**config.mk**
```make
export PLATFORM = sky130hd
export DESIGN_NAME = pending_req_scheduler
export DESIGN_NICKNAME = d
export VERILOG_FILES = /design/src/rtl/pending_req_scheduler.sv
export SDC_FILE = /design/constraint.sdc
export NUM_CORES = 1
export LEC_CHECK = 0
export CORE_UTILIZATION = 48
export DETAILED_ROUTE_END_ITERATION = 7
export GPL_TIMING_DRIVEN = 0
export HOLD_SLACK_MARGIN = 0.06
export PLACE_DENSITY = 0.79
export REMOVE_ABC_BUFFERS = 1
export SLEW_MARGIN = 15
export SYNTH_ARGS = -nofsm -noshare
export SYNTH_HDL_FRONTEND = slang
export SYNTH_SLANG_ARGS = --single-unit
```
**constraint.sdc**
```tcl
create_clock -name clk -period 4.7 [get_ports clk]
set_input_delay 0.47 -clock clk [delete_from_list [all_inputs] [get_ports clk]]
set_output_delay 0.47 -clock clk [all_outputs]
set_load 0.1 [all_outputs]
```
**src/rtl/pending_req_scheduler.sv**
```systemverilog
// Sticky 8-source request collector with a fixed-priority, one-at-a-time
// grant offer (valid/ready) and a saturating counter of coalesced requests.
module pending_req_scheduler #(
  parameter int unsigned DROP_CNT_W = 8
) (
  input  logic                  clk,
  input  logic                  rst_n,
  input  logic [7:0]            req_pulse,
  input  logic                  clr,
  output logic                  gnt_valid,
  output logic [2:0]            gnt_idx,
  input  logic                  gnt_ready,
  output logic [7:0]            pending,
  output logic                  any_pending,
  output logic [DROP_CNT_W-1:0] drop_cnt
);

  localparam int unsigned NUM_SRC = 8;
  localparam int unsigned SUM_W   = DROP_CNT_W + 4;

  typedef enum logic {
    ST_IDLE  = 1'b0,
    ST_OFFER = 1'b1
  } state_t;

  state_t                r_state;
  logic                  r_gnt_valid;
  logic [2:0]            r_gnt_idx;
  logic [NUM_SRC-1:0]    r_pending;
  logic [DROP_CNT_W-1:0] r_drop_cnt;

  state_t                w_state_nxt;
  logic                  w_gnt_valid_nxt;
  logic [2:0]            w_idx_nxt;
  logic [NUM_SRC-1:0]    w_pend_nxt;
  logic [DROP_CNT_W-1:0] w_drop_nxt;

  logic                  w_hs;
  logic [NUM_SRC-1:0]    w_grant_mask;
  logic [NUM_SRC-1:0]    w_drops;
  logic [NUM_SRC-1:0]    w_pend_upd;
  logic [3:0]            w_drop_num;
  logic [SUM_W-1:0]      w_drop_sum;
  logic [SUM_W-1:0]      w_drop_max;
  logic [DROP_CNT_W-1:0] w_drop_sat;

  // Lowest set bit wins; scanning downward lets the lowest index overwrite last.
  function automatic logic [2:0] lowest_idx(input logic [NUM_SRC-1:0] v);
    logic [2:0] idx;
    idx = 3'd0;
    for (int i = NUM_SRC - 1; i >= 0; i--) begin
      if (v[i]) idx = 3'(i);
    end
    return idx;
  endfunction

  always_comb begin
    w_hs         = (r_state == ST_OFFER) && gnt_ready;
    w_grant_mask = w_hs ? (8'd1 << r_gnt_idx) : 8'd0;
    // A repeat request on the bit being granted re-arms it rather than dropping.
    w_drops      = req_pulse & r_pending & ~w_grant_mask;
    w_pend_upd   = (r_pending & ~w_grant_mask) | req_pulse;

    w_drop_num = 4'd0;
    for (int i = 0; i < NUM_SRC; i++) begin
      w_drop_num = w_drop_num + 4'(w_drops[i]);
    end
    w_drop_sum = SUM_W'(r_drop_cnt) + SUM_W'(w_drop_num);
    w_drop_max = SUM_W'({DROP_CNT_W{1'b1}});
    w_drop_sat = (w_drop_sum > w_drop_max) ? {DROP_CNT_W{1'b1}}
                                           : DROP_CNT_W'(w_drop_sum);
  end

  // Next-state and next-output logic.
  always_comb begin
    w_state_nxt = r_state;
    w_idx_nxt   = r_gnt_idx;
    w_pend_nxt  = w_pend_upd;
    w_drop_nxt  = w_drop_sat;

    if (clr) begin
      w_state_nxt = ST_IDLE;
      w_pend_nxt  = '0;
      w_drop_nxt  = r_drop_cnt;
    end else begin
      case (r_state)
        ST_IDLE: begin
          if (|w_pend_upd) begin
            w_state_nxt = ST_OFFER;
            w_idx_nxt   = lowest_idx(w_pend_upd);
          end
        end
        ST_OFFER: begin
          // Offer is frozen until accepted; acceptance may chain straight into the next.
          if (w_hs) begin
            if (|w_pend_upd) begin
              w_state_nxt = ST_OFFER;
              w_idx_nxt   = lowest_idx(w_pend_upd);
            end else begin
              w_state_nxt = ST_IDLE;
            end
          end
        end
        default: w_state_nxt = ST_IDLE;
      endcase
    end

    w_gnt_valid_nxt = (w_state_nxt == ST_OFFER);
  end

  always_ff @(posedge clk) begin
    if (!rst_n) begin
      r_state     <= ST_IDLE;
      r_gnt_valid <= 1'b0;
      r_gnt_idx   <= 3'd0;
      r_pending   <= '0;
      r_drop_cnt  <= '0;
    end else begin
      r_state     <= w_state_nxt;
      r_gnt_valid <= w_gnt_valid_nxt;
      r_gnt_idx   <= w_idx_nxt;
      r_pending   <= w_pend_nxt;
      r_drop_cnt  <= w_drop_nxt;
    end
  end

  assign gnt_valid   = r_gnt_valid;
  assign gnt_idx     = r_gnt_idx;
  assign pending     = r_pending;
  assign any_pending = |r_pending;
  assign drop_cnt    = r_drop_cnt;

endmodule

```
==> results of run 1 <==
## cell usage in the layout, fill, tap and decap left out, types with 2 or more instances in the layout
cell type	count
sky130_fd_sc_hd__clkdlybuf4s50_1	31
sky130_fd_sc_hd__dfxtp_1	20
sky130_fd_sc_hd__inv_1	10
sky130_fd_sc_hd__nand2_1	8
sky130_fd_sc_hd__nor2_1	8
sky130_fd_sc_hd__a21oi_1	7
sky130_fd_sc_hd__nor2b_1	6
sky130_fd_sc_hd__o21ai_0	6
sky130_fd_sc_hd__ha_1	6
sky130_fd_sc_hd__fa_1	5
sky130_fd_sc_hd__o211a_1	4
sky130_fd_sc_hd__or2_2	4
sky130_fd_sc_hd__nand3b_1	3
sky130_fd_sc_hd__o21a_1	3
sky130_fd_sc_hd__o31a_1	3
sky130_fd_sc_hd__o22ai_1	3
sky130_fd_sc_hd__nor3_1	3
sky130_fd_sc_hd__a211oi_1	3
sky130_fd_sc_hd__clkbuf_4	3
sky130_fd_sc_hd__o311a_1	2
sky130_fd_sc_hd__nand2b_1	2
sky130_fd_sc_hd__nor4_1	2
sky130_fd_sc_hd__o221a_1	2
sky130_fd_sc_hd__a21o_1	2
sky130_fd_sc_hd__a31oi_1	2
sky130_fd_sc_hd__a41oi_1	2
## critical path, stage by stage, from the launching register on
cell,delay [ns]
sky130_fd_sc_hd__dfxtp_1,0.39
sky130_fd_sc_hd__nand3b_1,0.21
sky130_fd_sc_hd__o311a_1,0.35
sky130_fd_sc_hd__fa_1,0.51
sky130_fd_sc_hd__inv_1,0.06
sky130_fd_sc_hd__fa_1,0.54
sky130_fd_sc_hd__inv_1,0.06
sky130_fd_sc_hd__fa_1,0.50
sky130_fd_sc_hd__fa_1,0.45
sky130_fd_sc_hd__inv_1,0.09
sky130_fd_sc_hd__fa_1,0.22
sky130_fd_sc_hd__nor2b_1,0.07
sky130_fd_sc_hd__o21a_1,0.18
sky130_fd_sc_hd__o21a_1,0.23
sky130_fd_sc_hd__a41oi_2,0.34
sky130_fd_sc_hd__a21oi_1,0.11
## area by class of cell
type                    instances  share of cell area (%)
multi-input cells             106                    49.6
flip-flops and latches         20                    23.4
repair buffers                 33                    19.3
inverters                      11                    2.41
well taps                      30                    2.19
clock inverters                 1                    1.75
clock buffers                   3                    1.32
## Yosys cell counts (all sizes together), types with 4 or more instances
master,number
a21oi,8
dfxtp,20
fa,5
ha,6
inv,10
nand2,8
nor2,8
nor2b,6
o211a,4
o21ai,6
or2,4
## sequential cells by signal (all words and copies together) (netlist names)
signal	cells
gnt_valid	1
drop_cnt	8
pending	8
gnt_idx	3
## timing repair
item / CTS / global route
buffers inserted: 1 / 0
pin swaps: 2 / 1
endpoints found under the setup margin: 6 / 7
resized for setup: 2 / 2
## worst max path at each step
stage | startpoint | endpoint | slack, ns | cells after the start
after global routing | gnt_idx[1]$_SDFFE_PN0P_ | drop_cnt[2]$_SDFFE_PN0N_ | 0.04 | 15
after detailed placement | gnt_ready | drop_cnt[3]$_SDFFE_PN0N_ | -0.63 | 16
after global placement | gnt_ready | drop_cnt[3]$_SDFFE_PN0N_ | -0.53 | 16
final | gnt_idx[1]$_SDFFE_PN0P_ | drop_cnt[3]$_SDFFE_PN0N_ | 0.27 | 15
after floorplan | gnt_valid$_SDFF_PP0_ | drop_cnt[0]$_SDFFE_PN0N_ | -0.31 | 15
after CTS | gnt_ready | drop_cnt[5]$_SDFFE_PN0N_ | 0.05 | 16
## where the power goes
group | leakage (nW) | internal, mW | switching (mW)
Clock | 0.0279 | 0.0862 | 0.0587
Sequential | 0.164 | 0.178 | 0.0114
Combinational | 0.502 | 0.0528 | 0.117
## logic make-up (layout without fill, tap and decap cells)
family,count (synthesis),after routing,synth area share [%]
multiplexers,1,1,0.774
AND/OR/NAND/NOR,44,44,19.9
flip-flops,20,20,30.9
XOR/XNOR,2,2,1.35
adder cells (fa/ha/maj),11,11,13.5
buffers and inverters,14,48,4.93
AO/OA/AOI/OAI,48,48,28.5
## metal layers
| metal | track usage, % | vias up |
|---|---|---|
| met4 | 5.26 | 0 |
| li1 | - | 591 |
| met5 | 0 | - |
| met1 | 33.4 | 594 |
| met3 | 2.54 | 4 |
| met2 | 39.7 | 52 |
==> results.toml, run 1 <==
[pwr]
vdd_drop_max_mv = 0.200
leakagePower_nw = 0.695
power_density_relative_to_cell_area_nw_per_um2 = 295
total_power_uw = 504

[floorplanning]
design.core.area_sq_um = 2520
initial_cell_density_of_the_core_pct = 51.3
die_h_microns = 53.9
io_pins = 33
dieArea_sq_um = 2910
die_width_microns = 53.9
std_cell_rows = 18

[clock_network]
clock_latency_late_sink_ns = 0.30
clock_sinks = 20
clk_path_buf_depth = 2
cts-buffers-inserted = 3
number_of_hold_repair_buffers_added_at_the_cts_stage = 0
cts_tree = "built"
clock-root-buffer = "sky130_fd_sc_hd__clkbuf_4"
clkSlewWorstSetupHoldPaths_ns = 0.12
htree_levels = 1

[routing]
met3RoutedLength_microns = 155
initialDrtViolationCount = 31
drt_pre_antenna_iters = 4
topRoutingLayerUsed = "met4"
total_number_of_vias = 1241
detail_route.drc_violations = 0
wl_met1_microns = 1490
totalWireLength_microns = 3170
antenna_violating_nets_post_route = 0
detailroute.wirelength.met2_microns = 1500
avgViaCountPerCell = 6.08
wire_length_per_cell_microns = 15.5

[yosys]
synth.top_cells.by_area = "sky130_fd_sc_hd__dfxtp_1 31%, sky130_fd_sc_hd__fa_1 7.7%, sky130_fd_sc_hd__ha_1 5.8%"
synth.top_cell.area_share_pct = 30.9
synth_async_sr_flop_share_pct = 0
synth_edf_count = 0
synthesis.instances = 140
cell_area_synth_sq_um = 1290
post_synth.cell_area_avg_sq_um = 9.24
synth_seq_cells = 20
synth.largest_area_cell = "sky130_fd_sc_hd__dfxtp_1"
yosysWarnings = 0
seq_area_frac_synth_pct = 30.9
yosysUniqueCellTypes = 46
ys.flop_type = "sky130_fd_sc_hd__dfxtp_1"

[finish]
area_growth_syn_to_layout_pct = 32.3
fillerInstances = 207
finalCoreUtilization_pct = 67.9
count_of_inserted_antenna_diode_cells = 0
final_layout_size_suffix_gt1_share_pct = 8.62
finalNonFillerCells = 204
ff_latch_area_sq_um = 400
multi_input_comb_area_sq_um = 850
fin_nets = 198
fin_area_sq_um = 1710

[grt]
globalRouteOverflowTotal = 0
grt_util_all_layers_pct = 24.0
global_route_wire_length_before_repair_microns = 5040
number_of_antenna_violations_at_the_first_check_in_global_routing = 0
pin_count_of_the_biggest_net_entering_global_routing = 13
grt_pass1_vias = 1108

[setup_path]
critical_path_required_ns = 4.90
worst_reg_to_reg_path_cell_count = 15
worstReg2RegStart = "gnt_idx[1]$_SDFFE_PN0P_"
start_kind = "flip-flop"
ff_to_ff_end = "drop_cnt[3]$_SDFFE_PN0N_"
worst_setup_path_end_kind = "flip-flop"
timing.critical_path.fanout_max = 5
crit_arrival_ns = 4.62
critical_path_class = "reg2reg"
setup_slack_on_the_worst_flop_to_flop_path_ns = 0.27

[timing]
maxClockFrequency_mhz = 226
timing.final.max_slew_violations = 0
endpoints_failing_hold = 0
tns_ns = 0
layout_worst_path_cycle_share_pct = 94.2
period_minus_slack_ns = 4.43
final-setup-viol-count = 0
timing.clock.skew_ns = 0.000807
whs_ns = 0.575
rsz_0062_raised_after_global_routing = "no"
timing.max_slew.rel_slack_pct = 35.0
worstMarginPinSlew_ns = 0.972
post-route-worst-setup-slack_ns = 0.272

[placement]
dpl_worst_slack_ns = -0.625
placement.io_buffers = 32
dp_cells = 199
gpl.final_weighted_congestion = 0.857
placed_area_sq_um = 1630
dp_hpwl_microns = 2380

[run]
timing.max_cap.violations = 0

[min_path]
min_to = "drop_cnt[4]$_SDFFE_PN0N_"
timing.hold.worst.class = "reg2reg"
holdCritStartpoint = "drop_cnt[4]$_SDFFE_PN0N_"
whs_path_depth = 2

[status]
outcome = "finished clean"
Note: power is estimated with default switching activity, not from simulation.
==> run 2: changes to the inputs <==
--- a/config.mk
+++ b/config.mk
@@ -5,6 +5,7 @@
 export SDC_FILE = /design/constraint.sdc
 export NUM_CORES = 1
 export LEC_CHECK = 0
+export CORE_ASPECT_RATIO = 0.8
 export CORE_UTILIZATION = 48
 export DETAILED_ROUTE_END_ITERATION = 7
 export GPL_TIMING_DRIVEN = 0
==> run 2 against run 1 <==
  * Flip-flop and latch count is the same
  * Total power shrank 7.6%
  * Sequential share of layout area shrank 0.051 points
==> results.toml, run 2 (synthesized netlist as in run 1, its figures left out) <==
[routing]
initialDrtViolationCount = 29
detail_route.drc_violations = 0
avgViaCountPerCell = 5.90
detailroute.wirelength.met2_microns = 1350
antenna_violating_nets_post_route = 0
topRoutingLayerUsed = "met4"
wl_met1_microns = 1430
met3RoutedLength_microns = 182
total_number_of_vias = 1239
wire_length_per_cell_microns = 14.1
totalWireLength_microns = 2970
drt_pre_antenna_iters = 4

[pwr]
leakagePower_nw = 0.689
clock_power_share_pct = 22.9
vdd_drop_max_mv = 0.224
power_density_relative_to_cell_area_nw_per_um2 = 272
power.share.combinational_pct = 36.4
total_power_uw = 466
switching_power_uw = 187
power.sequential.fraction_pct = 40.7
cellInternalPower_uw = 279
switching_share_pct = 40.1

[grt]
global_route_wire_length_before_repair_microns = 5010
number_of_antenna_violations_at_the_first_check_in_global_routing = 0
pin_count_of_the_biggest_net_entering_global_routing = 12
grt_util_all_layers_pct = 22.7
grt_pass1_vias = 1068
globalRouteOverflowTotal = 0

[clock_network]
number_of_hold_repair_buffers_added_at_the_cts_stage = 0
clk_path_buf_depth = 2
htree_levels = 1
cts-buffers-inserted = 3
clkSlewWorstSetupHoldPaths_ns = 0.12
clock_latency_late_sink_ns = 0.32
clock-root-buffer = "sky130_fd_sc_hd__clkbuf_4"
clock_sinks = 20
cts_tree = "built"

[placement]
dpl_worst_slack_ns = -0.543
dp_cells = 205
gpl.final_weighted_congestion = 0.878
dp_hpwl_microns = 2240
placement.io_buffers = 32
placed_area_sq_um = 1640

[floorplanning]
die_width_microns = 60.0
dieArea_sq_um = 2910
io_pins = 33
die_h_microns = 48.4
initial_cell_density_of_the_core_pct = 51.7
design.core.area_sq_um = 2500
std_cell_rows = 16

[finish]
finalCoreUtilization_pct = 68.6
final_common_cell = "sky130_fd_sc_hd__clkdlybuf4s50_1"
fillerInstances = 212
fin_area_sq_um = 1720
fin_nets = 198
most-common-layout-cells = "31 x sky130_fd_sc_hd__clkdlybuf4s50_1, 20 x sky130_fd_sc_hd__dfxtp_1, 10 x sky130_fd_sc_hd__inv_1"
finalNonFillerCells = 210
count_of_inserted_antenna_diode_cells = 0
area_growth_syn_to_layout_pct = 32.6
final_layout_size_suffix_gt1_share_pct = 9.20

[setup_path]
timing.critical_path.fanout_max = 5
worst_setup_path_end_kind = "flip-flop"
crit_path_max_incr_delay_ns = 0.54
crit_family = "adder cells"
critPathSlowestCell = "sky130_fd_sc_hd__fa_1"
start_kind = "flip-flop"
crit_arrival_ns = 4.52
critical_path_required_ns = 4.91
critical_path_class = "reg2reg"
crit_chain = "nand3b_1 > o311a_1 > fa_1 > inv_1 > fa_1 > inv_1 > fa_1 > fa_1 > inv_1 > fa_1 > nor2b_1 > o21a_1 > o21a_2 > a41oi_4 > a21oi_1"
path_common_cell = "sky130_fd_sc_hd__fa_1"
cp_num_buf_inv = 3

[timing]
tns_ns = 0
rsz_0062_raised_after_global_routing = "no"
layout_worst_path_cycle_share_pct = 91.8
timing.max_slew.rel_slack_pct = 34.8
maxClockFrequency_mhz = 232
worstMarginPinSlew_ns = 0.976
final-setup-viol-count = 0
post-route-worst-setup-slack_ns = 0.384
whs_ns = 0.578
timing.final.max_slew_violations = 0
endpoints_failing_hold = 0
timing.clock.skew_ns = 0.00651
period_minus_slack_ns = 4.32

[min_path]
timing.hold.worst.class = "reg2reg"

[status]
outcome = "finished clean"

[run]
timing.max_cap.violations = 0
==> run 2: cell count changes in the layout (fill, tap and decap cells not counted) <==
cell,change
sky130_fd_sc_hd__a41oi_2,-1
sky130_fd_sc_hd__a41oi_4,+1
sky130_fd_sc_hd__bufinv_16,-1
sky130_fd_sc_hd__clkbuf_8,+1
sky130_fd_sc_hd__o21a_1,-1
sky130_fd_sc_hd__o21a_2,+1
==> run 2: cell type report <==
cell class / count / area (sq um) / share of cell area (%)
timing repair buffer: 33 / 330 / 19.3
clock buffer: 4 / 36.3 / 2.12
sequential: 20 / 400 / 23.3
inverter: 11 / 41.3 / 2.41
multi-input combinational: 106 / 862 / 50.3
tap: 36 / 45.0 / 2.63
==> run 2: path summary, 6_finish.rpt <==
check	from	to	slack, ns	cells after the start
setup / recovery	gnt_idx[1]$_SDFFE_PN0P_	drop_cnt[3]$_SDFFE_PN0N_	0.38	15
setup reg to reg	gnt_idx[1]$_SDFFE_PN0P_	drop_cnt[3]$_SDFFE_PN0N_	0.38	15
hold / removal	drop_cnt[2]$_SDFFE_PN0N_	drop_cnt[2]$_SDFFE_PN0N_	0.58	2
hold reg to reg	drop_cnt[2]$_SDFFE_PN0N_	drop_cnt[2]$_SDFFE_PN0N_	0.58	2
==> run 2: power groups by stage <==
stage,combinational [mW],clock [mW],sequential [mW]
2_1_floorplan,0.0618,0,0.253
3_3_place_gp,0.166,0,0.192
3_5_place_dp,0.167,0,0.193
4_1_cts,0.169,0.108,0.189
5_1_grt,0.182,0.117,0.191
6_report,0.169,0.107,0.190
==> run 2: timing repair <==
| item | CTS | global route |
|---|---|---|
| setup buffers | 1 | 0 |
| pin swaps | 1 | 1 |
| setup endpoints to repair | 5 | 7 |
| gates resized for setup | 2 | 4 |
==> run 2: tightest hold or removal path, cell delays in order (launching register included) <==
cell and delay [ns]:
sky130_fd_sc_hd__dfxtp_1 0.35, sky130_fd_sc_hd__o21ai_0 0.14, sky130_fd_sc_hd__a21oi_1 0.05
==> run 2: metal layers <==
layer	track usage, %	up-vias
met1	32.2	592
met5	0	-
met3	5.61	2
li1	-	593
met2	35.0	52
met4	4.26	0
==> run 3: changes to the inputs <==
--- a/config.mk
+++ b/config.mk
@@ -6,11 +6,11 @@
 export NUM_CORES = 1
 export LEC_CHECK = 0
 export CORE_ASPECT_RATIO = 0.8
-export CORE_UTILIZATION = 48
+export CORE_UTILIZATION = 44
 export DETAILED_ROUTE_END_ITERATION = 7
 export GPL_TIMING_DRIVEN = 0
 export HOLD_SLACK_MARGIN = 0.06
-export PLACE_DENSITY = 0.79
+export PLACE_DENSITY = 0.76
 export REMOVE_ABC_BUFFERS = 1
 export SLEW_MARGIN = 15
 export SYNTH_ARGS = -nofsm -noshare
==> constraint.sdc (replaced) <==
create_clock -name clk -period 3.9 [get_ports clk]
set_input_delay 0.39 -clock clk [delete_from_list [all_inputs] [get_ports clk]]
set_output_delay 0.39 -clock clk [all_outputs]
set_load 0.1 [all_outputs]
==> run 3 against run 2 <==
  * The run now ends with setup timing left
  * Total power rose by 22%
  * Critical path depth unchanged
  * Routed wire length increased by 15%
  * Via count up 2.3%
  * Flip-flop and latch count did not move
  * Count of clock-buffer cells in the layout is the same
  * Global-route usage is 0.33 points lower
  * Critical path type unchanged
  * Highest routed layer unchanged
==> results.toml, run 3 (synthesized netlist as in run 1, its figures left out) <==
[status]
outcome = "complete, but fails checks"
violations_in_the_final_reports = "setup timing"

[finish]
fin_nets = 205
multi_input_comb_area_sq_um = 897
area_growth_syn_to_layout_pct = 39.7
final_layout_size_suffix_gt1_share_pct = 18.8
fillerInstances = 241
ff_latch_area_sq_um = 405
final_common_cell = "sky130_fd_sc_hd__clkdlybuf4s50_1"
most-common-layout-cells = "31 x sky130_fd_sc_hd__clkdlybuf4s50_1, 18 x sky130_fd_sc_hd__dfxtp_1"
count_of_inserted_antenna_diode_cells = 0

[clock_network]
cts_tree = "built"
cts-buffers-inserted = 3
clock_sinks = 20
clkSlewWorstSetupHoldPaths_ns = 0.12
htree_levels = 1
clock_latency_late_sink_ns = 0.31
clock-root-buffer = "sky130_fd_sc_hd__clkbuf_4"
clk_path_buf_depth = 2

[grt]
globalRouteOverflowTotal = 0
grt_util_all_layers_pct = 22.3
global_route_wire_length_before_repair_microns = 5480
number_of_antenna_violations_at_the_first_check_in_global_routing = 0
grt_pass1_vias = 1189
pin_count_of_the_biggest_net_entering_global_routing = 12

[pwr]
leakagePower_nw = 0.715
total_power_uw = 569
vdd_drop_max_mv = 0.190
power_density_relative_to_cell_area_nw_per_um2 = 315

[setup_path]
ff_to_ff_end = "drop_cnt[3]$_SDFFE_PN0N_"
worstReg2RegStart = "gnt_idx[1]$_SDFFE_PN0P_"
critical_path_required_ns = 4.11
setup_slack_on_the_worst_flop_to_flop_path_ns = -0.11
critical_path_class = "reg2reg"
crit_arrival_ns = 4.22
worst_reg_to_reg_path_cell_count = 15
start_kind = "flip-flop"
worst_setup_path_end_kind = "flip-flop"
timing.critical_path.fanout_max = 5

[timing]
post-route-worst-setup-slack_ns = -0.111
period_minus_slack_ns = 4.01
final-setup-viol-count = 8
layout_worst_path_cycle_share_pct = 103
rsz_0062_raised_after_global_routing = "yes"
timing.max_slew.rel_slack_pct = 32.6
timing.clock.skew_ns = 0.00363
whs_ns = 0.585
timing.final.max_slew_violations = 0
endpoints_failing_hold = 0
worstMarginPinSlew_ns = 1.01
maxClockFrequency_mhz = 249

[routing]
detail_route.drc_violations = 0
totalWireLength_microns = 3400
avgViaCountPerCell = 5.79
drt_pre_antenna_iters = 4
total_number_of_vias = 1268
wire_length_per_cell_microns = 15.5
antenna_violating_nets_post_route = 0
initialDrtViolationCount = 51

[placement]
dp_hpwl_microns = 2410
gpl.final_weighted_congestion = 0.833
placement.io_buffers = 32

[min_path]
timing.hold.worst.class = "reg2reg"
whs_path_depth = 2
holdCritStartpoint = "drop_cnt[1]$_SDFFE_PN0N_"
min_to = "drop_cnt[1]$_SDFFE_PN0N_"

[run]
timing.max_cap.violations = 0

[floorplanning]
dieArea_sq_um = 3160
std_cell_rows = 17
die_width_microns = 62.6
die_h_microns = 50.5
io_pins = 33
design.core.area_sq_um = 2770
initial_cell_density_of_the_core_pct = 46.8
run 3: cell type report:
| type | instances | share of cell area, % |
|---|---|---|
| inverters | 11 | 2.29 |
| multi-input cells | 106 | 49.7 |
| flip-flops and latches | 20 | 22.4 |
| clock buffers | 4 | 2.01 |
| well taps | 38 | 2.63 |
| repair buffers | 40 | 21.0 |
run 3: worst max path at each step:
stage	from	to	slack, ns	cells after the start
after floorplan	gnt_valid$_SDFF_PP0_	drop_cnt[0]$_SDFFE_PN0N_	-1.11	15
after global placement	gnt_ready	drop_cnt[1]$_SDFFE_PN0N_	-1.26	16
after detailed placement	gnt_ready	drop_cnt[2]$_SDFFE_PN0N_	-1.29	16
after CTS	gnt_idx[1]$_SDFFE_PN0P_	drop_cnt[3]$_SDFFE_PN0N_	-0.07	15
after global routing	gnt_idx[1]$_SDFFE_PN0P_	drop_cnt[3]$_SDFFE_PN0N_	-0.24	15
final	gnt_idx[1]$_SDFFE_PN0P_	drop_cnt[3]$_SDFFE_PN0N_	-0.11	15
run 3: stage by stage:
step / worst slack [ns] / instances / utilization [%] / area [sq um] / setup TNS [ns]
detailed placement: -1.29 / 207 / 59.3 / 1640 / -9.10
floorplan: -1.11 / 137 / - / 1270 / -8.21
global route: -0.241 / 219 / 65.3 / 1810 / -1.64
CTS: -0.0714 / 218 / 64.6 / 1790 / -0.333
global placement: -1.26 / 207 / 59.3 / 1640 / -8.97
finish: -0.111 / 219 / 65.3 / 1810 / -0.592
run 3: power breakdown:
group	internal, mW	switching (mW)	total (mW)
combinational	0.0689	0.143	0.212
clock	0.0571	0.0713	0.128
sequential	0.215	0.0135	0.228
total	0.341	0.228	0.569
run 3: metal layers:
metal	track usage [%]	routed length, microns
met2	39.1	1630
met4	4.65	25
met1	27.8	1560
met5	0	0
met3	5.68	193
run 3: repair_timing:
| action | 4_1_cts | 5_1_grt |
|---|---|---|
| cloned | 0 | 0 |
| endpoints found under the hold margin | 0 | 0 |
| hold buffers | 0 | 0 |
| endpoints found under the setup margin | 8 | 8 |
| pin swaps | 15 | 3 |
| resized for setup | 16 | 3 |
| setup buffers | 7 | 1 |
run 3: worst max-delay path, stage by stage (launching register included):
cell                       delay, ns
sky130_fd_sc_hd__dfxtp_4        0.38
sky130_fd_sc_hd__nand3b_1       0.17
sky130_fd_sc_hd__o311a_1        0.38
sky130_fd_sc_hd__fa_1           0.50
sky130_fd_sc_hd__inv_2          0.04
sky130_fd_sc_hd__fa_1           0.48
sky130_fd_sc_hd__inv_1          0.05
sky130_fd_sc_hd__fa_1           0.45
sky130_fd_sc_hd__fa_2           0.36
sky130_fd_sc_hd__inv_2          0.07
sky130_fd_sc_hd__fa_2           0.20
sky130_fd_sc_hd__nor2b_2        0.05
sky130_fd_sc_hd__o21a_1         0.20
sky130_fd_sc_hd__o21a_4         0.25
sky130_fd_sc_hd__a41oi_4        0.22
sky130_fd_sc_hd__a21oi_1        0.11
